**src/rtl/axis_pkg.sv**
```systemverilog
// axis_pkg: shared state encoding and byte-keep helpers for the header inserter
package axis_pkg;
  localparam int MAX_BYTES = 64;
  typedef enum logic [1:0] {S_IDLE, S_STREAM, S_TAIL} state_e;
  function automatic logic [MAX_BYTES-1:0] keep_from_cnt(input int n, input int cnt);
    logic [MAX_BYTES-1:0] k;
    for (int i = 0; i < MAX_BYTES; i++) k[i] = (i < n) && (i >= n - cnt);
    return k;
  endfunction
  function automatic int popcount(input logic [MAX_BYTES-1:0] v);
    int c;
    c = 0;
    for (int i = 0; i < MAX_BYTES; i++) c += int'(v[i]);
    return c;
  endfunction
endpackage

```
**src/rtl/axis_byte_merge.sv**
```systemverilog
// axis_byte_merge: joins h carried bytes with the top bytes of a payload beat
module axis_byte_merge import axis_pkg::*; #(
  parameter int DATA_WD = 32,
  parameter int N = DATA_WD/8,
  parameter int CW = $clog2(N)+1
)(
  input  logic [DATA_WD-1:0] carry,
  input  logic [DATA_WD-1:0] data,
  input  logic [CW-1:0]      h,
  input  logic [CW-1:0]      k,
  output logic [DATA_WD-1:0] data_o,
  output logic [N-1:0]       keep_o,
  output logic               ovf
);
  int tot;
  // carry fills the top h bytes, payload slides down; overflow means a tail beat is needed
  always_comb begin
    tot = int'(h) + int'(k);
    ovf = tot > N;
    data_o = (carry << ((N - int'(h)) * 8)) | (data >> (int'(h) * 8));
    keep_o = ovf ? '1 : N'(keep_from_cnt(N, tot));
  end
endmodule

```
**src/rtl/axis_header_insert_pkt.sv**
```systemverilog
// axis_header_insert_pkt: prepends a 0..N byte header to each AXI-Stream packet
module axis_header_insert_pkt import axis_pkg::*; #(
  parameter int DATA_WD = 32,
  parameter int DATA_BYTE_WD = DATA_WD/8,
  parameter int BYTE_CNT_WD = $clog2(DATA_BYTE_WD)+1,
  parameter int PKT_CNT_WD = 16
)(
  input  logic                    clk,
  input  logic                    rst,
  input  logic                    valid_in,
  input  logic [DATA_WD-1:0]      data_in,
  input  logic [DATA_BYTE_WD-1:0] keep_in,
  input  logic                    last_in,
  output logic                    ready_in,
  input  logic                    valid_insert,
  input  logic [DATA_WD-1:0]      data_insert,
  input  logic [DATA_BYTE_WD-1:0] keep_insert,
  input  logic [BYTE_CNT_WD-1:0]  byte_insert_cnt,
  output logic                    ready_insert,
  output logic                    valid_out,
  output logic [DATA_WD-1:0]      data_out,
  output logic [DATA_BYTE_WD-1:0] keep_out,
  output logic                    last_out,
  input  logic                    ready_out,
  output logic [PKT_CNT_WD-1:0]   pkt_cnt,
  output logic                    err_sticky
);
  localparam int N = DATA_BYTE_WD;
  state_e state_q, state_d;
  logic [DATA_WD-1:0] carry_q, carry_d, data_q, data_d, m_data;
  logic [N-1:0] keep_q, keep_d, m_keep, hkeep, kexp;
  logic [BYTE_CNT_WD-1:0] h_q, h_d, k_q, k_d, h_in, k_in, k_mrg;
  logic [PKT_CNT_WD-1:0] pkt_q, pkt_d;
  logic valid_q, valid_d, last_q, last_d, rdy_ins_q, rdy_ins_d, err_q, err_d;
  logic m_ovf, out_free, fire_in, fire_hdr;

  axis_byte_merge #(.DATA_WD(DATA_WD), .N(N), .CW(BYTE_CNT_WD)) u_merge (
    .carry(carry_q), .data(data_in), .h(h_q), .k(k_mrg),
    .data_o(m_data), .keep_o(m_keep), .ovf(m_ovf)
  );

  // next-state logic: header capture, payload merge, tail flush and error tracking
  always_comb begin
    out_free = !valid_q | ready_out;
    ready_in = (state_q == S_STREAM) && out_free;
    fire_in = valid_in & ready_in;
    fire_hdr = valid_insert & rdy_ins_q;
    h_in = (byte_insert_cnt > BYTE_CNT_WD'(N)) ? BYTE_CNT_WD'(N) : byte_insert_cnt;
    hkeep = ~({N{1'b1}} << h_in);
    k_in = BYTE_CNT_WD'(popcount(MAX_BYTES'(keep_in)));
    k_mrg = last_in ? k_in : BYTE_CNT_WD'(N);
    kexp = last_in ? N'(keep_from_cnt(N, int'(k_in))) : '1;
    state_d = state_q;
    carry_d = carry_q;
    h_d = h_q;
    k_d = k_q;
    err_d = err_q;
    valid_d = valid_q & !ready_out;
    data_d = data_q;
    keep_d = keep_q;
    last_d = last_q;
    pkt_d = pkt_q + PKT_CNT_WD'(valid_q & ready_out & last_q);
    if (fire_hdr) begin
      carry_d = data_insert & ~({DATA_WD{1'b1}} << (int'(h_in) * 8));
      h_d = h_in;
      state_d = S_STREAM;
      err_d = err_q | (byte_insert_cnt > BYTE_CNT_WD'(N)) | (keep_insert != hkeep);
    end
    if (fire_in) begin
      valid_d = 1'b1;
      data_d = m_data;
      keep_d = m_keep;
      last_d = last_in & !m_ovf;
      carry_d = data_in & ~({DATA_WD{1'b1}} << (int'(h_q) * 8));
      k_d = k_in;
      err_d = err_d | (keep_in != kexp) | (last_in && k_in == '0);
      if (last_in) state_d = m_ovf ? S_TAIL : S_IDLE;
    end
    if (state_q == S_TAIL && out_free) begin
      valid_d = 1'b1;
      data_d = carry_q << ((N - int'(h_q)) * 8);
      keep_d = N'(keep_from_cnt(N, int'(h_q) + int'(k_q) - N));
      last_d = 1'b1;
      state_d = S_IDLE;
    end
    rdy_ins_d = state_d == S_IDLE;
  end

  // state, carry and registered output stage
  always_ff @(posedge clk or posedge rst) begin
    if (rst) begin
      state_q <= S_IDLE;
      carry_q <= '0;
      h_q <= '0;
      k_q <= '0;
      err_q <= 1'b0;
      valid_q <= 1'b0;
      data_q <= '0;
      keep_q <= '0;
      last_q <= 1'b0;
      pkt_q <= '0;
      rdy_ins_q <= 1'b0;
    end else begin
      state_q <= state_d;
      carry_q <= carry_d;
      h_q <= h_d;
      k_q <= k_d;
      err_q <= err_d;
      valid_q <= valid_d;
      data_q <= data_d;
      keep_q <= keep_d;
      last_q <= last_d;
      pkt_q <= pkt_d;
      rdy_ins_q <= rdy_ins_d;
    end
  end

  assign ready_insert = rdy_ins_q;
  assign valid_out = valid_q;
  assign data_out = data_q;
  assign keep_out = keep_q;
  assign last_out = last_q;
  assign pkt_cnt = pkt_q;
  assign err_sticky = err_q;
endmodule

```
**config.mk**
```make
export PLATFORM = sky130hd
export DESIGN_NAME = axis_header_insert_pkt
export DESIGN_NICKNAME = d
export VERILOG_FILES = /design/src/rtl/axis_pkg.sv /design/src/rtl/axis_byte_merge.sv /design/src/rtl/axis_header_insert_pkt.sv
export SDC_FILE = /design/constraint.sdc
export NUM_CORES = 1
export LEC_CHECK = 0
export CAP_MARGIN = 10
export CORE_UTILIZATION = 40
export CTS_CLUSTER_DIAMETER = 100
export CTS_CLUSTER_SIZE = 30
export DETAILED_ROUTE_END_ITERATION = 7
export PLACE_DENSITY_LB_ADDON = 0.1
export REMOVE_ABC_BUFFERS = 1
export SYNTH_ARGS = -nofsm -noshare
export SYNTH_HDL_FRONTEND = slang
export SYNTH_SLANG_ARGS = --single-unit
```
**constraint.sdc**
```tcl
create_clock -name clk -period 3.3 [get_ports clk]
set_clock_uncertainty 0.2 [all_clocks]
set_input_delay 0.495 -clock clk [delete_from_list [all_inputs] [get_ports clk]]
set_output_delay 0.495 -clock clk [all_outputs]
set_load 0.01 [all_outputs]
```
; ---- Yosys cells after proc, flatten, opt, wreduce, memory -nomap -nowiden
; Index checks and enable logic that the tools add are counted.
[totals]
latchBits = 0
elab_cells = 93
out_inout_bits = 57
input_bits = 81
n_memories = 0
reg_bits = 96
ram_bits = 0
romBits = 0
[op_classes]
n_bitwise = 17
multipliers = 0
mux = 21
shifts = 5
div = 0
magnitude_cmp = 14
addsub = 11
n_reduce_logical = 10
n_eq_ne = 4
[ops]
columns = op, n
row1 = $ge A3 B32 Y1 const A, 6
row2 = $mux W32, 4
row3 = $ge A1 B32 Y1 const A, 3
row4 = $ge A2 B32 Y1 const A, 3
row5 = $and A32 B32 Y32, 2
row6 = $not A32 Y32, 2
row7 = $shl A32 B6 Y32 const A, 2
row8 = $gt A32 B4 Y1 const B, 1
row9 = $or A32 B32 Y32, 1
row10 = $shl A32 B32 Y32, 1
row11 = $shr A32 B6 Y32, 1
row12 = $sub A4 B32 Y32 const A, 1
row13 = $add A16 B1 Y16, 1
row14 = $mux W4, 4
row15 = $mux W2, 5
row16 = $add A3 B3 Y4, 2
row17 = $ne A4 B4 Y1, 2
row18 = $sub A3 B3 Y4 const A, 2
row19 = $and A1 B1 Y1, 6
row20 = $mux W1, 6
row21 = $mux W3, 2
row22 = $sub A4 B5 Y6 const A, 1
row23 = $or A1 B1 Y1, 5
row24 = $sub A4 B3 Y5 const B, 1
row25 = other kinds (13), 18

; ---- Longest topological paths before layout
[logic_depth]
ltp_word = 11
ltp_mapped = 17

; ---- By module
; Synthesis repeated with hierarchy kept, for this count alone.
[unflattened]
cells_unflattened = 742
area_unflattened_um2 = 6672.6
[by_module_without_submodules]
columns = module, cells_per_inst, area_per_inst_um2, instances
row1 = axis_header_insert_pkt, 553, 5236.3, 1
row2 = axis_byte_merge, 189, 1436.4, 1

; ---- Least setup slack after synthesis
; OpenSTA, ideal clock, no wires.
[synth_timing]
path_type = input -> register
startpoint = in keep_in[0]
endpoint = reg keep_q[2], in the netlist keep_out[2]
setup_slack_ps = -762
stages = 15
n_path_buf = 0
setup_time_ps = 145
t_arrival_ps = 3717
cell_sequence = inv_1 -> fa_1 -> inv_1 -> ha_1 -> inv_1 -> ha_1 -> and2_1 -> fa_1 -> xor2_1 -> o21ai_0 -> ha_1 -> ha_1 -> xnor2_1 -> a222oi_1 -> o311ai_1
[synth_between]
elab_chain_cells = 10
word_cells_on_any_way = 11
cone_classes = 5 x add/sub / 2 x order compare / 4 x mux
[synth_rtl]
columns = item, line
row1 = start: declaration, axis_header_insert_pkt.sv:12  ; input logic [DATA_BYTE_WD-1:0] keep_in,
row2 = $add A1 B1 Y2 *, axis_pkg.sv:13  ; for (int i = 0; i < MAX_BYTES; i++) c += int'(v[i]);
row3 = $add A2 B1 Y3 *, axis_pkg.sv:13
row4 = $add A3 B1 Y3 *, axis_pkg.sv:13
row5 = via k_in[1], axis_header_insert_pkt.sv:32  ; logic [BYTE_CNT_WD-1:0] h_q, h_d, k_q, k_d, h_in, k_in, k_mrg;
row6 = $mux W3 *, axis_header_insert_pkt.sv:51  ; k_mrg = last_in ? k_in : BYTE_CNT_WD'(N);
row7 = $add A3 B3 Y4 *, axis_byte_merge.sv:18  ; tot = int'(h) + int'(k);
row8 = $sub A4 B32 Y32, axis_pkg.sv:7  ; for (int i = 0; i < MAX_BYTES; i++) k[i] = (i < n) && (i >= n - cnt);
row9 = $ge A3 B32 Y1, axis_pkg.sv:7
row10 = $mux W4 *, axis_byte_merge.sv:21  ; keep_o = ovf ? '1 : N'(keep_from_cnt(N, tot));
row11 = $mux W4 *, axis_header_insert_pkt.sv:69  ; if (fire_in) begin
row12 = $mux W4 *, axis_header_insert_pkt.sv:79  ; if (state_q == S_TAIL && out_free) begin
row13 = end signal: assignment, axis_header_insert_pkt.sv:111  ; keep_q <= keep_d;
row14 = end: declaration, axis_header_insert_pkt.sv:31  ; logic [N-1:0] keep_q, keep_d, m_keep, hkeep, kexp;
; The timed path passes the listed nets; every way through them passes the cells marked *. The select of a mux whose other input is x is not followed.
; A chain may end at the register's enable or synchronous reset.

; ---- Final worst setup path
[layout_timing]
startpoint = in keep_in[0]
endpoint = reg last_q, in the netlist last_out
[layout_between]
elab_chain_cells = 10
[layout_rtl]
columns = item, line
row1 = $add A1 B1 Y2, axis_pkg.sv:13
row2 = $add A2 B1 Y3, axis_pkg.sv:13
row3 = $add A3 B1 Y3, axis_pkg.sv:13
row4 = via k_in[1], axis_header_insert_pkt.sv:32
row5 = $mux W3, axis_header_insert_pkt.sv:51
row6 = $add A3 B3 Y4, axis_byte_merge.sv:18
row7 = $gt A32 B4 Y1, axis_byte_merge.sv:19  ; ovf = tot > N;
row8 = $logic_not A1 Y1, axis_header_insert_pkt.sv:73  ; last_d = last_in & !m_ovf;
row9 = $and A1 B1 Y1, axis_header_insert_pkt.sv:73
row10 = $mux W1, axis_header_insert_pkt.sv:69
row11 = $mux W1, axis_header_insert_pkt.sv:79
row12 = end signal: assignment, axis_header_insert_pkt.sv:112  ; last_q <= last_d;
row13 = end: declaration, axis_header_insert_pkt.sv:34  ; logic valid_q, valid_d, last_q, last_d, rdy_ins_q, rdy_ins_d, err_q, err_d;
; The timed path passes the listed nets, and every way through them passes these cells. The select of a mux whose other input is x is not followed.

==> qor.yml <==
timing.final.crit_period_ps: 3470
crit_top_cell: "ha_4"
clkLatencyLatePin_ps: 350
dp_cells: 986
ir_worst_vdd_v: 0.000454
synth_top_area_cell: "dfrtp_1"
start_kind: "input port"
die_x_um: 125
core_area_mm2: 0.0146
violations: "setup timing"
fmax_ghz: 0.288
ys_types: 61
core.rowCount: 44
wirelength_um: 19200
die-height_um: 125
critPathKind: "in -> reg"
dpl_cell_area_mm2: 0.00786
slew_headroom_pct: 36.4
setup_ws_ps: -173
total_power_mw: 8.65
grt_pass1_wl_um: 30600
p_per_area_mw_per_mm2: 1020
ys_ff_latch: 96
htree_levels: 3
end_kind: "flop"
grt_usage_pct: 24.9
async_reset_ff_share_pct: 100
rsz0062_at_grt: "yes"
yosys_warnings: 0
fin_nets: 942
hold_buffers: 0
vias: 5768
syn_area_mm2: 0.00603
avgViaCountPerCell: 5.73
slowest_stage: "fa_2"
stdcell_area_mm2: 0.00844
portBuffers: 137
cp_max_fo: 3
drive_gt1_share_pct: 14.2
hold_class: "reg -> reg"
crit_chain: "buf_8 -> inv_4 -> fa_1 -> inv_2 -> ha_4 -> inv_4 -> ha_4 -> and2_4 -> fa_2 -> inv_2 -> ha_4 -> inv_4 -> a21boi_4 -> ha_4 -> buf_4 -> xor2_2 -> and3_4 -> a21oi_2 -> nand2_1"
drtIter0Drc: 595
ios: 138
syn_to_final_growth_pct: 40.1
yosysSeqAreaShare_pct: 39.9
power_leakage_nw: 3.59
place.gp.congestion: 0.873
hold_viol: 0
yosysTopAreaCellShare_pct: 39.9
routedWlPerCell_um: 19.1
period_share_pct: 105
post-dp-hpwl_um: 13500
cp.arrival_ps: 3500
ys.flop_type: "dfrtp_1"
cts_root_buffer: "clkbuf_16"
ant_nets: 0
antennaDiodeCount: 0
synthCells: 656
dp_slack_ps: -1230
grt_pass1_vias: 5852
tightest_slew_ps: 951
cts_tree: "yes"
dieArea_mm2: 0.0156
antenna_found_initial: 0
slowest_delay_ps: 580
setup_violations: 5
grt_max_degree: 57
syn-mean-instance-area_um2: 9.19
dr.pass1.iters: 6
drc_errors: 0
clockBufferDepth: 2
initial_utilization_pct: 41.3
overflow: 0
yosys-top-cells-area: "dfrtp_1, ha_1, mux2i_1"
cts.clk_slew.worst_paths_ps: 60
status: "finished, violations left"
maxSlewViolCount: 0
required_ps: 3320
cap_violations: 0
cts_sinks: 96
final_cell_count_no_fill: 1007
numCtsBuffers: 9
synth-edff-count: 0
## worst max-delay path: cells and delay by family
kind	cells	cell delay, ps
XOR/XNOR	1	140
AO/OA/AOI/OAI	2	160
AND/OR/NAND/NOR	3	370
buffers and inverters	7	470
adder cells (fa/ha/maj)	6	1860
## timing repair
action	in CTS	in global routing
resized for setup	52	19
endpoints found under the setup margin	7	8
buffers inserted	4	2
hold endpoints to repair	0	0
pin swaps	16	17
## synthesized netlist by cell type (2+ instances only)
library cell / n
dfrtp_1: 96
nand2_1: 73
nor2_1: 64
o21ai_0: 43
a21oi_1: 42
ha_1: 38
inv_1: 33
mux2i_1: 31
a22oi_1: 24
a222oi_1: 18
clkbuf_1: 18
buf_2: 15
xnor2_1: 14
nand3_1: 12
a221oi_1: 9
nand2b_1: 9
o22ai_1: 9
a22o_1: 8
a32o_1: 8
a32oi_1: 8
and3_1: 8
nand4_1: 7
and2_1: 6
fa_1: 4
mux2_2: 4
xor2_1: 4
a211oi_1: 3
buf_1: 3
nor2b_1: 3
nor3b_1: 3
o21ai_1: 3
a31oi_1: 2
and2b_1: 2
and4_1: 2
nand3b_1: 2
nor4b_1: 2
o21a_1: 2
## flip-flops by register name (all words and copies together), names as in the netlist
| register | cells |
|---|---|
| keep_out | 4 |
| carry_q | 32 |
| ready_insert | 1 |
| k_q | 3 |
| valid_out | 1 |
| last_out | 1 |
| state_q | 2 |
| pkt_cnt | 16 |
| err_sticky | 1 |
| h_q | 3 |
| data_out | 32 |
## power breakdown
part / leakage, nW / switching, mW / internal, mW
Sequential: 1.18 / 0.358 / 1.69
Combinational: 2.27 / 2.99 / 2.52
Clock: 0.146 / 0.460 / 0.628
## metal layers
metal	GRT usage, %	vias to the layer above	share of wire, %	wire (um)
met5	0	-	0	0
met4	11.0	0	2.9	554
met3	5.20	44	7.8	1500
met2	40.4	233	47	8950
met1	32.0	2760	43	8190
li1	-	2731	-	-
## cells in the final DEF, fill, tap and decap left out, types with 4 or more instances in the layout
cell             count
clkdlybuf4s50_1    134
dfrtp_1             96
nand2_1             72
nor2_1              63
buf_4               49
o21ai_0             39
a21oi_1             37
mux2i_1             31
ha_1                29
a22oi_1             24
inv_1               23
a222oi_1            18
xnor2_1             13
nand3_1             11
nand2b_1             9
a221oi_1             9
o22ai_1              9
clkbuf_16            9
a32oi_1              8
a32o_1               8
a22o_1               8
ha_4                 8
and3_1               7
nand4_1              7
inv_2                5
inv_4                5
and2_1               4
o21ai_1              4
## cell type report
type	count	area, um2
flip-flops and latches	96	2400
clock buffers	13	260
inverters	34	140
fillers	1286	6150
multi-input cells	489	3570
repair buffers	189	1800
clock inverters	2	38.8
well taps	184	230
## logic make-up after synthesis
group | share of synthesized area (%)
buffers and inverters | 4.86
multiplexers | 5.90
flip-flops | 39.9
XOR/XNOR | 2.62
adder cells (fa/ha/maj) | 9.22
AND/OR/NAND/NOR | 15.4
AO/OA/AOI/OAI | 22.2
## path summary, 6_finish.rpt
check                                 start          end  slack [ps]  depth (start not counted)
max in group asynchronous               rst     last_out        1860                          3
worst max register to register       h_q[0]  keep_out[1]         100                         11
worst min register to register  pkt_cnt[15]  pkt_cnt[15]         280                          1
worst min-delay path            pkt_cnt[15]  pkt_cnt[15]         280                          1
min in group asynchronous               rst  data_out[7]         390                          2
worst max-delay path             keep_in[0]     last_out        -170                         19
## per-stage QoR
step                      hold WS [ps]  util (%)  setup TNS [ps]
after floorplan                    251         -          -24930
after global placement             262      53.9           -7020
after detailed placement           268      53.9           -7700
after CTS                          280      57.2            -317
after global routing               309      57.8           -1400
final                              276      57.8            -762
(Power assumes the default switching activity.)
